File: config.mk
export PLATFORM = sky130hd
export DESIGN_NAME = mem_access_ctrl
export DESIGN_NICKNAME = d
export VERILOG_FILES = /design/src/rtl/mem_access_pkg.sv /design/src/rtl/mem_lane_align.sv /design/src/rtl/mem_access_ctrl.sv
export SDC_FILE = /design/constraint.sdc
export NUM_CORES = 1
export LEC_CHECK = 0
export CAP_MARGIN = 25
export CORE_MARGIN = 4
export CORE_UTILIZATION = 43
export DETAILED_ROUTE_END_ITERATION = 6
export PLACE_DENSITY = 0.85
export SLEW_MARGIN = 0
export SYNTH_ARGS = -nofsm -noshare
export SYNTH_HDL_FRONTEND = slang
export SYNTH_SLANG_ARGS = --single-unit
File: constraint.sdc
create_clock -name CLK -period 4.9 [get_ports CLK]
set_input_delay 0.98 -clock CLK [delete_from_list [all_inputs] [get_ports CLK]]
set_output_delay 0.98 -clock CLK [all_outputs]
set_load 0.005 [all_outputs]
File: src/rtl/mem_access_pkg.sv
// Shared encodings for the data-memory access controller: request sizes and FSM states.
package mem_access_pkg;

    localparam logic [1:0] SZ_BYTE = 2'd0;
    localparam logic [1:0] SZ_HALF = 2'd1;
    localparam logic [1:0] SZ_WORD = 2'd2;

    typedef enum logic [1:0] {
        IDLE = 2'd0,
        RDW  = 2'd1,
        WRW  = 2'd2,
        RSP  = 2'd3
    } state_t;

    // Illegal size or an address not aligned to the access size.
    function automatic logic bad_shape(input logic [1:0] size, input logic [1:0] off);
        logic bad;
        bad = 1'b0;
        case (size)
            SZ_BYTE: bad = 1'b0;
            SZ_HALF: bad = off[0];
            SZ_WORD: bad = (off != 2'b00);
            default: bad = 1'b1;
        endcase
        return bad;
    endfunction

endpackage

File: src/rtl/mem_lane_align.sv
// Big-endian lane steering: extracts a load value from a memory word and merges
// sub-word store data into a memory word. Purely combinational.
module mem_lane_align
    import mem_access_pkg::*;
(
    input  logic [1:0]  offset,
    input  logic [1:0]  size,
    input  logic        is_signed,
    input  logic [31:0] rbuf,
    input  logic [31:0] wdata,
    output logic [31:0] load_data,
    output logic [31:0] store_word
);

    logic [7:0]  byte_lane;
    logic [15:0] half_lane;

    always_comb begin
        byte_lane  = rbuf[31:24];
        half_lane  = offset[1] ? rbuf[15:0] : rbuf[31:16];
        load_data  = rbuf;
        store_word = wdata;

        // Offset 0 is the most significant lane.
        case (offset)
            2'd0: byte_lane = rbuf[31:24];
            2'd1: byte_lane = rbuf[23:16];
            2'd2: byte_lane = rbuf[15:8];
            2'd3: byte_lane = rbuf[7:0];
        endcase

        case (size)
            SZ_BYTE: begin
                load_data  = {{24{is_signed & byte_lane[7]}}, byte_lane};
                store_word = rbuf;
                case (offset)
                    2'd0: store_word[31:24] = wdata[7:0];
                    2'd1: store_word[23:16] = wdata[7:0];
                    2'd2: store_word[15:8]  = wdata[7:0];
                    2'd3: store_word[7:0]   = wdata[7:0];
                endcase
            end
            SZ_HALF: begin
                load_data  = {{16{is_signed & half_lane[15]}}, half_lane};
                store_word = offset[1] ? {rbuf[31:16], wdata[15:0]}
                                       : {wdata[15:0], rbuf[15:0]};
            end
            default: begin
                load_data  = rbuf;
                store_word = wdata;
            end
        endcase
    end

endmodule

File: src/rtl/mem_access_ctrl.sv
// Load/store initiator for a big-endian byte-addressed data memory with active-low RD/WR.
// Optional range check enabled by defining MEM_ACCESS_BOUNDS_CHECK_EN.
module mem_access_ctrl
    import mem_access_pkg::*;
#(
    parameter int ADDR_W    = 32,
    parameter int MEM_BYTES = 128
) (
    input  logic              CLK,
    input  logic              Reset,
    input  logic              req_valid,
    output logic              req_ready,
    input  logic              req_we,
    input  logic [1:0]        req_size,
    input  logic              req_signed,
    input  logic [ADDR_W-1:0] req_addr,
    input  logic [31:0]       req_wdata,
    output logic              resp_valid,
    output logic [31:0]       resp_rdata,
    output logic              resp_err,
    output logic              RD,
    output logic              WR,
    output logic [ADDR_W-1:0] DAddr,
    output logic [31:0]       DataIn,
    input  logic [31:0]       DataOut,
    output state_t            dbg_state
);

    state_t      state;
    logic [1:0]  off_q;
    logic [1:0]  size_q;
    logic        sgn_q;
    logic        we_q;
    logic [31:0] wdata_q;

    logic        range_err;
    logic        req_err;
    logic [31:0] load_data;
    logic [31:0] store_word;

`ifdef MEM_ACCESS_BOUNDS_CHECK_EN
    logic [ADDR_W:0] end_addr;
    assign end_addr  = {1'b0, req_addr[ADDR_W-1:2], 2'b00} + (ADDR_W+1)'(4);
    assign range_err = end_addr > (ADDR_W+1)'(MEM_BYTES);
`else
    assign range_err = 1'b0;
`endif

    assign req_err   = bad_shape(req_size, req_addr[1:0]) | range_err;
    assign req_ready = (state == IDLE);
    assign dbg_state = state;

    // DataOut is combinational from DAddr, so during RDW it is the word being modified.
    mem_lane_align u_align (
        .offset     (off_q),
        .size       (size_q),
        .is_signed  (sgn_q),
        .rbuf       (DataOut),
        .wdata      (wdata_q),
        .load_data  (load_data),
        .store_word (store_word)
    );

    always_ff @(posedge CLK or posedge Reset) begin
        if (Reset) begin
            state      <= IDLE;
            off_q      <= '0;
            size_q     <= '0;
            sgn_q      <= 1'b0;
            we_q       <= 1'b0;
            wdata_q    <= '0;
            RD         <= 1'b1;
            WR         <= 1'b1;
            DAddr      <= '0;
            DataIn     <= '0;
            resp_valid <= 1'b0;
            resp_rdata <= '0;
            resp_err   <= 1'b0;
        end else begin
            resp_valid <= 1'b0;
            case (state)
                IDLE: begin
                    if (req_valid) begin
                        off_q   <= req_addr[1:0];
                        size_q  <= req_size;
                        sgn_q   <= req_signed;
                        we_q    <= req_we;
                        wdata_q <= req_wdata;
                        if (req_err) begin
                            resp_valid <= 1'b1;
                            resp_err   <= 1'b1;
                            resp_rdata <= '0;
                            state      <= RSP;
                        end else begin
                            resp_err <= 1'b0;
                            DAddr    <= {req_addr[ADDR_W-1:2], 2'b00};
                            if (req_we && req_size == SZ_WORD) begin
                                WR     <= 1'b0;
                                DataIn <= req_wdata;
                                state  <= WRW;
                            end else begin
                                RD    <= 1'b0;
                                state <= RDW;
                            end
                        end
                    end
                end
                RDW: begin
                    RD <= 1'b1;
                    if (we_q) begin
                        WR     <= 1'b0;
                        DataIn <= store_word;
                        state  <= WRW;
                    end else begin
                        resp_rdata <= load_data;
                        resp_valid <= 1'b1;
                        state      <= RSP;
                    end
                end
                WRW: begin
                    WR         <= 1'b1;
                    resp_rdata <= '0;
                    resp_valid <= 1'b1;
                    state      <= RSP;
                end
                RSP: begin
                    state <= IDLE;
                end
                default: state <= IDLE;
            endcase
        end
    end

endmodule

* Yosys cells after proc, flatten, opt, wreduce, memory -nomap -nowiden
Cells that the tools add are included.
** Storage, ports and cells
- Output and inout port bits :: 103
- Input port bits :: 103
- Logic and storage cells :: 83
- Register bits after elaboration :: 138
** Operators by class
- Mux-type cells :: 37
- Eq/ne operators :: 16
- Bitwise gates (word level) :: 3
- Reductions and logical operators :: 14
** Operator list (number)
- 32-bit two-way mux :: 8
- 32-bit case mux with 2 select lines :: 3
- 32-bit case mux with 3 select lines :: 1
- 8-bit two-way mux :: 4
- 8-bit case mux with 4 select lines :: 1
- 16-bit two-way mux :: 1
- 1-bit two-way mux :: 11
- 2-bit equality test (second input constant) :: 5
- 2-bit != test (second input constant) :: 5
- 5-bit AND reduction :: 2
- 1-bit case mux with 3 select lines :: 3
- 2-bit by 1-bit equality test with 1-bit output (second input constant) :: 4
- 2-bit zero test :: 4
- 2-bit case mux with 4 select lines :: 1
- 4-bit AND reduction :: 2
- 2-bit two-way mux :: 3
- 2-bit by 1-bit != test with 1-bit output (second input constant) :: 2
- 2-bit nonzero test :: 2
- 3-bit AND reduction :: 1
- 3-bit nonzero test :: 1
- 1-bit bitwise AND :: 2
- 1-bit case mux with 2 select lines :: 1
- 2-bit AND reduction :: 1
- 1-bit logical AND :: 1
- 1-bit NOT :: 1

* Longest topological paths before layout
Gate-level depths: netlist of run 1.
- Word-level depth :: 6
- Gate-level depth with buffers :: 9
- Mapped depth without buffers :: 6

* By module
Synthesis of run 1 repeated with hierarchy kept, for this count alone.
** Unflattened totals
- Cell total of the unflattened synthesis :: 649
- Area total of the unflattened synthesis :: 7523.5 µm²
** By module, submodules not included
- mem_access_ctrl :: cells an instance 412, area each 5784.3 µm², sequential area each 3455.8 µm², instances 1
- mem_lane_align :: cells an instance 237, area each 1739.2 µm², sequential area each 0.0 µm², instances 1

* Worst setup path before layout of run 1
OpenSTA, ideal clock, no wires.
- Kind :: input -> register
- Start :: input req_addr[0]
- End :: register DataIn[4]
- Stages on the path :: 6
- Buffers on the path :: 2
- Library setup time :: 126 ps
- Arrival time :: 2450 ps
- Required time :: 4774 ps
- Setup slack :: 2324 ps
- Cells stage by stage :: or2_4 -> o31a_1 -> or3_1 -> buf_6 -> buf_6 -> a221o_1
** On the way
- Word-level cells in the longest chain between the ends :: 4
** RTL lines
- from (decl) :: line mem_access_ctrl.sv:16 : input logic [ADDR_W-1:0] req_addr,
- 2-bit nonzero test :: line mem_access_pkg.sv:22 : SZ_WORD: bad = (off != 2'b00);
- 1-bit case mux with 3 select lines * :: line mem_access_pkg.sv:19 : case (size)
- 2-bit != test (no source line) *
- 5-bit AND reduction (no source line) *
- to (signal assigned) :: line mem_access_ctrl.sv:99 : DataIn <= req_wdata;
- to (signal assigned) :: line mem_access_ctrl.sv:112 : DataIn <= store_word;
- to (decl) :: line mem_access_ctrl.sv:24 : output logic [31:0] DataIn,
Every way passes the cells marked *; elsewhere a longest branch is shown, timed or not.
A chain may end at the register's enable or synchronous reset.

* Final worst setup path of run 1
- Start :: register state[1], in the netlist dbg_state[1]
- End :: output req_ready
** On the way
- Word-level cells in the longest chain between the ends :: 1
** RTL lines
- from (decl) :: line mem_access_ctrl.sv:29 : state_t state;
- from (signal assigned) :: line mem_access_ctrl.sv:66 : state <= IDLE;
- from (signal assigned) :: line mem_access_ctrl.sv:93 : state <= RSP;
- from (signal assigned) :: line mem_access_ctrl.sv:100 : state <= WRW;
- 2-bit zero test :: line mem_access_ctrl.sv:50 : assign req_ready = (state == IDLE);
- to (decl) :: line mem_access_ctrl.sv:12 : output logic req_ready,
Every way passes these cells.

==> results.txt, run 1 <==
status = completed
Mapped Area = 7040 um2
leak pwr = 4.15 nW
Final nets = 944
worst hold-check path type = flop to flop
WL per Instance = 21.4 um
Synth Warn # = 0
GRT overflow = 0
Peak VDD IR = 0.000327 V
Die Ht = 136 um
global-route wire length before repair = 34900 um
PD cells = 677 nW/um2
Layout Area Growth over Synthesis = 40.0%
final hold violation count = 0
Clock Skew = 0.00842 ns
Clock Path Buffers = 2
Clk Tree Root Cell = clkbuf_16
sequential share of the synthesized area = 0.491
via/cell ratio = 5.91
synth top area cells = dfrtp_1 (48%), mux2_2 (13%), a32o_1 (2.8%)
core area = 15900 um2
ANT cells = 0
Total GRT Usage = 0.246
Setup Total Neg Slack = 0 ns
leading area contributor after synthesis = dfrtp_1
H-tree depth = 4
via count = 6293
ratio of cells with drive above 1 in the final layout = 0.160
Clock transition at path regs = 0.06 ns
share of flip-flops with an asynchronous set or reset = 1.00
fin crit share = 0.661
drt pass-1 iters = 5
initial antenna violation count = 1
Slew Limit Headroom = 0.307
RSZ-0062 raised after global routing = no
most frequent cells in the layout = clkdlybuf4s50_1 (203), dfrtp_1 (136), mux2_2 (82), nor2_1 (49), nand2_1 (48)
worst path arrival time = 2.26 ns
Worst setup EP type = primary output
Required @ worst endpoint = 3.92 ns
Filler cells = 1255
Synth Area per Inst = 10.7 um2
Initial Util = 0.442
# DRC = 0
Top FF cell, synth = dfrtp_1
number of synthesized flops with an enable pin = 0
antenna-violating nets left = 0
vias in the first global route = 6433
Ports = 206
die area = 18500 um2
commonest non-fill, non-tap cell in the layout = clkdlybuf4s50_1
clk sinks = 138
Post-CTS Setup Bufs = 0
FP Rows = 46
Netlist cell types = 53
Max Fclk = 309 MHz
Slew @ Worst Pin = 1.04 ns
Setup CP Type = flop to primary output
TritonCTS clock tree = done
Clk Latency, worst-skew pair = 0.42 ns
maximum fanout along the worst path = 20
Worst Setup Start Kind = flop
post-cts sizing count = 0
synthesized netlist cell count = 657
Finished Layout Cells = 1065
Post-Route WL = 22800 um
post-route minimum period = 3.24 ns
DR iter-0 viols = 774
hold buffers post-CTS = 0
placed cell count = 1032
Yosys reg bits = 138
PortBufs = 203
maximum number of pins on one net before global-route repair = 87
Max Cap Viol = 0
endpoints failing setup = 0
Detail Placement HPWL = 16600 um
TritonCTS Buffers = 17
gpl congestion = 0.921
Max Slew Vio Count = 0
chip width = 136 um
Yosys top cell area share = 0.483
-- power by group --
part | internal [mW] | total (mW) | switching, mW
combinational | 1.68 | 3.14 | 1.46
clock | 0.928 | 1.39 | 0.465
sequential | 1.68 | 2.15 | 0.468
-- registers in the layout, summed over array words and instances, names as in the netlist, 2 cells and up --
name        cells
off_q           2
wdata_q        32
dbg_state       2
size_q          2
resp_rdata     32
DataIn         32
DAddr          30
-- cell families after synthesis --
kind of cell / synth area share
other: 0.000532
flip-flops: 0.491
AO/OA/AOI/OAI: 0.179
AND/OR/NAND/NOR: 0.126
adder cells (fa/ha/maj): 0.00711
buffers and inverters: 0.0428
multiplexers: 0.154
-- layout make-up --
| cell class | count | area (um2) | area share |
|---|---|---|---|
| repair buffers | 213 | 2130 | 0.216 |
| clock buffers | 24 | 512 | 0.0519 |
| multi-input cells | 450 | 3290 | 0.334 |
| well taps | 216 | 270 | 0.0274 |
| flip-flops and latches | 138 | 3460 | 0.351 |
| inverters | 17 | 68.8 | 0.00698 |
| clock inverters | 7 | 135 | 0.0137 |
-- Yosys cell counts, drive strengths merged, types with 9 or more instances --
| cell | instances |
|---|---|
| inv | 17 |
| buf | 18 |
| mux2i | 16 |
| clkbuf | 35 |
| a221oi | 20 |
| nor2 | 49 |
| o21ai | 39 |
| a21oi | 15 |
| nand3b | 11 |
| a31oi | 13 |
| a32o | 20 |
| nand2 | 48 |
| mux2 | 82 |
| dfrtp | 136 |
| a22o | 18 |
| nand2b | 23 |
| nand3 | 9 |
-- path summary, 6_finish.rpt --
kind | startpoint | to | slack [ns] | cells past startpoint
max reg2reg | dbg_state[1]$_DFFE_PP0N_ | DataIn[29]$_DFFE_PP0P_ | 1.94 | 7
max | dbg_state[1]$_DFFE_PP0N_ | req_ready | 1.66 | 3
min | resp_err$_DFFE_PP0P_ | resp_err$_DFFE_PP0P_ | 0.48 | 2
max in group asynchronous | Reset | resp_rdata[6]$_DFFE_PP0P_ | 2.90 | 3
min reg2reg | resp_err$_DFFE_PP0P_ | resp_err$_DFFE_PP0P_ | 0.48 | 2
min in group asynchronous | Reset | wdata_q[22]$_DFFE_PP0P_ | 1.06 | 2
-- critical path: stages, from the launching register on --
cell and delay (ns):
dfrtp_1 0.43, inv_1 0.10, ha_1 0.64, clkdlybuf4s50_1 0.66
-- metal layers --
| metal | vias up | track usage | share of wire |
|---|---|---|---|
| met5 | - | 0 | 0.00053 |
| met4 | 2 | 0.0974 | 0.041 |
| met3 | 83 | 0.0951 | 0.12 |
| met2 | 373 | 0.396 | 0.47 |
| met1 | 3056 | 0.298 | 0.37 |
| li1 | 2779 | - | - |
-- per-stage QoR --
step	power, mW	setup slack [ns]	hold slack (ns)	utilization	area (um2)
finish	6.68	1.66	0.481	0.618	9860
global route	7.07	1.54	0.508	0.618	9860
CTS	6.67	1.66	0.491	0.617	9840
detailed placement	5.24	1.59	0.470	0.577	9200
global placement	5.10	1.40	0.465	0.575	9170
floorplan	3.86	0.227	0.470	-	7050
No activity file was read; power rests on OpenSTA's default activity.
==> run 2, diff against run 1 <==
CORE_UTILIZATION = 46   (was 43)
PLACE_DENSITY = 0.86   (was 0.85)
clock period = 3.3 ns   (was 4.9 ns; I/O delays follow)
==> run 2 against run 1 <==
- non-clock buffer count up 10
- flip-flop and latch count unchanged
- hold slack better by 0.0033 ns
- critical path depth up 3
- clock skew down 0.0014 ns
- clock power up 50%
- via count up 1.0%
- critical endpoint is now DataIn[27]$_DFFE_PP0P_
- largest cell class unchanged
- wire length up 0.25%
- sequential power up 47%
- sequential share of layout area down 0.13 points
==> results.txt, run 2 (same netlist as run 1, synthesis figures left out) <==
Total GRT Usage = 0.261 (+0.0155)
Peak VDD IR = 0.000549 V (+68%)
Comb pwr share = 0.478 (+0.008)
gpl congestion = 0.957 (+3.9%)
hold buffers post-CTS = 0 (unchanged)
biggest regs = DataIn: 32 flops, resp_rdata: 32 flops, wdata_q: 32 flops
vias in the first global route = 6448 (+0.23%)
clock share of power = 0.208 (about the same)
ratio of cells with drive above 1 in the final layout = 0.172 (+0.0119)
Detail Placement HPWL = 16500 um (-0.24%)
Worst Path Buf+Inv = 2 (unchanged)
Final nets = 954 (+1.1%)
TritonCTS Buffers = 17 (unchanged)
TritonCTS clock tree = done
Reg power frac = 0.314 (-0.007)
Post-CTS Setup Bufs = 0 (unchanged)
Clk Latency, worst-skew pair = 0.43 ns (about the same)
status = completed
Clock Path Buffers = 2 (unchanged)
Setup Total Neg Slack = 0 ns (unchanged)
H-tree depth = 4 (unchanged)
core area = 14800 um2 (-7.5%)
global-route wire length before repair = 36000 um (+3.0%)
CP Cell Sequence = inv_1 > ha_1 > inv_1 > nor3_1 > nand3_1 > a32o_1
Worst setup EP type = flop
DR iter-0 viols = 777 (+0.39%)
Initial Util = 0.477 (+0.0356)
CP most frequent cell = inv_1
FP Rows = 44 (-4.3%)
post-cts sizing count = 0 (unchanged)
Max stage delay on crit path = 0.83 ns (+0.17 ns)
internal power = 6.36 mW (+48%)
RSZ-0062 raised after global routing = no
ANT cells = 0 (unchanged)
final hold violation count = 0 (unchanged)
fin crit share = 0.885
Finished Layout Cells = 1044 (-2.0%)
GRT overflow = 0 (unchanged)
leak pwr = 4.18 nW (+0.71%)
PortBufs = 203 (unchanged)
endpoints failing setup = 0 (unchanged)
Post-Route WL = 22800 um (+0.25%)
via count = 6358 (+1.0%)
Die Ht = 132 um (-3.1%)
commonest non-fill, non-tap cell in the layout = clkdlybuf4s50_1
Clk Tree Root Cell = clkbuf_16
Ports = 206 (unchanged)
Slew @ Worst Pin = 0.904 ns (-0.132 ns)
maximum fanout along the worst path = 16 (-20%)
Sw Pwr = 3.66 mW (+53%)
worst path arrival time = 3.23 ns (+0.97 ns)
worst hold-check path type = flop to flop
Worst Setup Start Kind = flop
CP max stage cell = nor3_1
Max Slew Vio Count = 0 (unchanged)
drt pass-1 iters = 6 (+1)
placed cell count = 1012 (-1.9%)
chip width = 132 um (-3.1%)
most frequent cells in the layout = clkdlybuf4s50_1 (203), dfrtp_1 (136), mux2_2 (82), nor2_1 (49), nand2_1 (48)
placed inst area = 9250 um2 (+0.59%)
post-route minimum period = 2.92 ns
Layout Area Growth over Synthesis = 40.5%
Clock transition at path regs = 0.06 ns (about the same)
PD cells = 1010 nW/um2 (+50%)
via/cell ratio = 6.09 (+3.1%)
clk sinks = 138 (unchanged)
Sw Share = 0.365 (+0.00695)
Max Cap Viol = 0 (unchanged)
maximum number of pins on one net before global-route repair = 53 (-39%)
Clock Skew = 0.00703 ns (-0.00138 ns)
Max Fclk = 342 MHz
Required @ worst endpoint = 3.61 ns (-0.31 ns)
# DRC = 0 (unchanged)
die area = 17400 um2 (-6.1%)
cell class contributing the biggest share of worst-path delay = simple AND/OR/NAND/NOR gates
antenna-violating nets left = 0 (unchanged)
design area = 9890 um2 (+0.37%)
initial antenna violation count = 0 (-1)
WL per Instance = 21.8 um (+2.3%)
Slew Limit Headroom = 0.397 (+0.0907)
Setup CP Type = flop to flop
==> run 2: changes by cell type in the layout (fill, tap and decap cells not counted), sizes merged <==
cell      before  now
clkbuf        24   19
clkinv         3    5
buf           10   20
clkinvlp       0    4
==> run 2: power groups by stage <==
stage / Combinational [mW] / Sequential [mW] / Clock (mW)
4_1_cts: 4.77 / 3.13 / 2.09
6_report: 4.79 / 3.15 / 2.08
3_5_place_dp: 4.71 / 3.15 / 0
5_1_grt: 5.19 / 3.22 / 2.17
2_1_floorplan: 2.78 / 2.96 / 0
3_3_place_gp: 4.61 / 3.12 / 0
==> run 2: path summary, 6_finish.rpt <==
kind,startpoint,endpoint,slack (ns),cells past startpoint
max in group asynchronous,Reset,resp_rdata[31]$_DFFE_PP0P_,1.80,3
worst max-delay path,dbg_state[1]$_DFFE_PP0N_,DataIn[27]$_DFFE_PP0P_,0.38,6
worst max register to register,dbg_state[1]$_DFFE_PP0N_,DataIn[27]$_DFFE_PP0P_,0.38,6
worst min-delay path,resp_err$_DFFE_PP0P_,resp_err$_DFFE_PP0P_,0.48,2
worst min register to register,resp_err$_DFFE_PP0P_,resp_err$_DFFE_PP0P_,0.48,2
min in group asynchronous,Reset,resp_err$_DFFE_PP0P_,0.61,2
==> run 2: final cells by class <==
class,count,area [um2]
repair buffers,223,2210
fillers,1089,4860
clock inverters,13,191
multi-input cells,450,3290
flip-flops and latches,138,3460
well taps,184,230
clock buffers,19,453
inverters,17,67.6
==> run 2: worst register-to-register path, stage by stage (launching register included) <==
cell and delay (ns):
dfrtp_1 0.43, inv_1 0.10, ha_1 0.50, inv_1 0.41, nor3_1 0.83, nand3_1 0.21, a32o_1 0.32
==> run 2: routing by layer <==
layer / routed length [um] / GRT usage
met5: 0 / 0
met4: 919 / 0.106
met3: 2850 / 0.0992
met2: 10300 / 0.408
met1: 8690 / 0.329
==> run 2: metrics by stage <==
step                hold WS (ns)  worst slack (ns)  power, mW  utilization
detailed placement         0.473             0.296       7.86        0.627
global placement           0.463             0.362       7.73        0.627
global route               0.498             0.275       10.6        0.671
floorplan                  0.470             0.921       5.74            -
CTS                        0.493             0.453       9.99        0.671
finish                     0.484             0.379       10.0        0.671
==> run 3, diff against run 2 <==
DONT_BUFFER_PORTS = 1   (was default)
MAX_ROUTING_LAYER = met4   (was default)
PLACE_DENSITY = 0.69   (was 0.86)
==> run 3 against run 2 <==
- register-to-register slack better by 0.51 ns
- wire length down 7.3%
- combinational power down 28%
- clock power down 8%
- critical endpoint is now resp_rdata[4]$_DFFE_PP0P_
- largest power group unchanged
- highest routed layer unchanged
==> results.txt, run 3 (same netlist as run 1, synthesis figures left out) <==
Post-CTS Setup Bufs = 0 (unchanged)
Layout Area Growth over Synthesis = 11.2%
Max Cap Viol = 0 (unchanged)
Clk Latency, worst-skew pair = 0.42 ns (about the same)
Required @ worst endpoint = 3.61 ns (about the same)
gpl congestion = 0.927 (-3.1%)
cell class contributing the biggest share of worst-path delay = simple AND/OR/NAND/NOR gates
Max Fclk = 414 MHz (+21%)
chip width = 132 um (unchanged)
met1 Use GR = 0.299 (-0.0293)
fin crit share = 0.731 (-0.154)
clk sinks = 138 (unchanged)
most frequent cells in the layout = dfrtp_1 (136), mux2_2 (82), nor2_1 (49), nand2_1 (48), o21ai_0 (39)
met3 GRT Util = 0.113 (+0.0134)
Slew @ Worst Pin = 0.829 ns (-0.0751 ns)
worst path arrival time = 2.72 ns (-0.51 ns)
maximum fanout along the worst path = 32 (+16)
initial antenna violation count = 1 (+1)
Clock Path Buffers = 2 (unchanged)
post-cts sizing count = 0 (unchanged)
Detail Placement HPWL = 15900 um (-3.9%)
CP Cell Sequence = inv_1 > ha_1 > buf_4 > nand2_1 > nand3b_1 > or2_2 > o41ai_1
Die Ht = 132 um (unchanged)
worst hold slack = 0.244 ns (-0.240 ns)
Worst Setup Start Kind = flop
GRT overflow = 0 (unchanged)
Filler cells = 1317 (+21%)
Worst setup EP type = flop
Max Slew Vio Count = 0 (unchanged)
vias in the first global route = 5546 (-14%)
Post-Route WL = 21100 um (-7.3%)
leak pwr = 3.39 nW (-19%)
Setup Total Neg Slack = 0 ns (unchanged)
Total GRT Usage = 0.249 (-0.0117)
via count = 5396 (-15%)
ratio of cells with drive above 1 in the final layout = 0.223 (+0.0513)
H-tree depth = 4 (unchanged)
GR Layer Usage met2 = 0.375 (-0.0327)
biggest regs = DataIn: 32 flops, resp_rdata: 32 flops, wdata_q: 32 flops
hold buffers post-CTS = 0 (unchanged)
endpoints failing setup = 0 (unchanged)
FP Rows = 44 (unchanged)
PortBufs = 0 (-100%)
global-route wire length before repair = 32900 um (-8.6%)
antenna-violating nets left = 0 (unchanged)
Clock Skew = 0.00719 ns (+0.000154 ns)
Max stage delay on crit path = 0.60 ns (-0.23 ns)
DR iter-0 viols = 501 (-36%)
Clock transition at path regs = 0.06 ns (about the same)
Top Usage Layer GRT = met2
WL per Instance = 25.1 um (+15%)
Clk Tree Root Cell = clkbuf_16
Worst Path Buf+Inv = 2 (unchanged)
die area = 17400 um2 (unchanged)
Ports = 206 (unchanged)
TritonCTS Buffers = 17 (unchanged)
CP max stage cell = or2_2
post-route minimum period = 2.41 ns (-0.507 ns)
via/cell ratio = 6.40 (+5.1%)
Slew Limit Headroom = 0.447 (+0.0501)
PD cells = 1110 nW/um2 (+9.2%)
Setup CP Type = flop to flop
final hold violation count = 0 (unchanged)
RSZ-0062 raised after global routing = no
drt pass-1 iters = 5 (-1)
Initial Util = 0.477 (unchanged)
# DRC = 0 (unchanged)
worst hold-check path type = input pin to asynchronous set/reset pin
TritonCTS clock tree = done
status = completed
Final nets = 752 (-21%)
Peak VDD IR = 0.000471 V (-14%)
commonest non-fill, non-tap cell in the layout = dfrtp_1
core area = 14800 um2 (unchanged)
maximum number of pins on one net before global-route repair = 92 (+74%)
-- run 3: cell types whose count changed in the layout (fill, tap and decap cells not counted), sizes merged --
cell	delta
buf	+1
clkdlybuf4s50	-203
diode	+1
bufinv	-1
clkbuf	+1
inv	-1
clkinvlp	+1
-- run 3: report_power, final --
group          internal (mW)  total (mW)  switching (mW)
Combinational           1.59        3.44            1.85
Sequential              2.50        3.30           0.805
Clock                   1.20        1.92           0.722
-- run 3: worst paths after layout --
kind	startpoint	end	slack, ns	cells after the start
min in group CLK	req_we	we_q$_DFFE_PP0P_	0.39	1
min	Reset	dbg_state[1]$_DFFE_PP0N_	0.24	2
max in group asynchronous	Reset	resp_rdata[10]$_DFFE_PP0P_	2.45	3
max reg2reg	dbg_state[1]$_DFFE_PP0N_	resp_rdata[4]$_DFFE_PP0P_	0.89	7
max	dbg_state[1]$_DFFE_PP0N_	resp_rdata[4]$_DFFE_PP0P_	0.89	7
min reg2reg	wdata_q[22]$_DFFE_PP0P_	wdata_q[22]$_DFFE_PP0P_	0.50	1
-- run 3: layout make-up --
cell class | count | area (um2) | area share
Antenna cell | 1 | 2.50 | 0.000320
Clock buffer | 20 | 447 | 0.0570
Tap cell | 184 | 230 | 0.0294
Sequential cell | 138 | 3460 | 0.441
Clock inverter | 12 | 149 | 0.0190
Timing Repair Buffer | 21 | 190 | 0.0243
Inverter | 17 | 67.6 | 0.00863
Multi-Input combinational cell | 450 | 3290 | 0.420
-- run 3: per-stage QoR --
stage / total power, mW / util / worst slack (ns) / instance area [um2] / cells
CTS: 8.67 / 0.531 / 0.888 / 7830 / 842
finish: 8.67 / 0.531 / 0.886 / 7830 / 843
global route: 9.24 / 0.531 / 0.636 / 7830 / 843
global placement: 6.55 / 0.488 / 0.642 / 7210 / 809
floorplan: 5.74 / - / 0.921 / 7050 / 658
detailed placement: 6.72 / 0.490 / 0.777 / 7230 / 810
-- run 3: metal layers --
| layer | routed length [um] | part of all wire |
|---|---|---|
| met1 | 8220 | 0.39 |
| met3 | 2720 | 0.13 |
| met2 | 9780 | 0.46 |
| met4 | 427 | 0.020 |
| met5 | 0 | 0 |
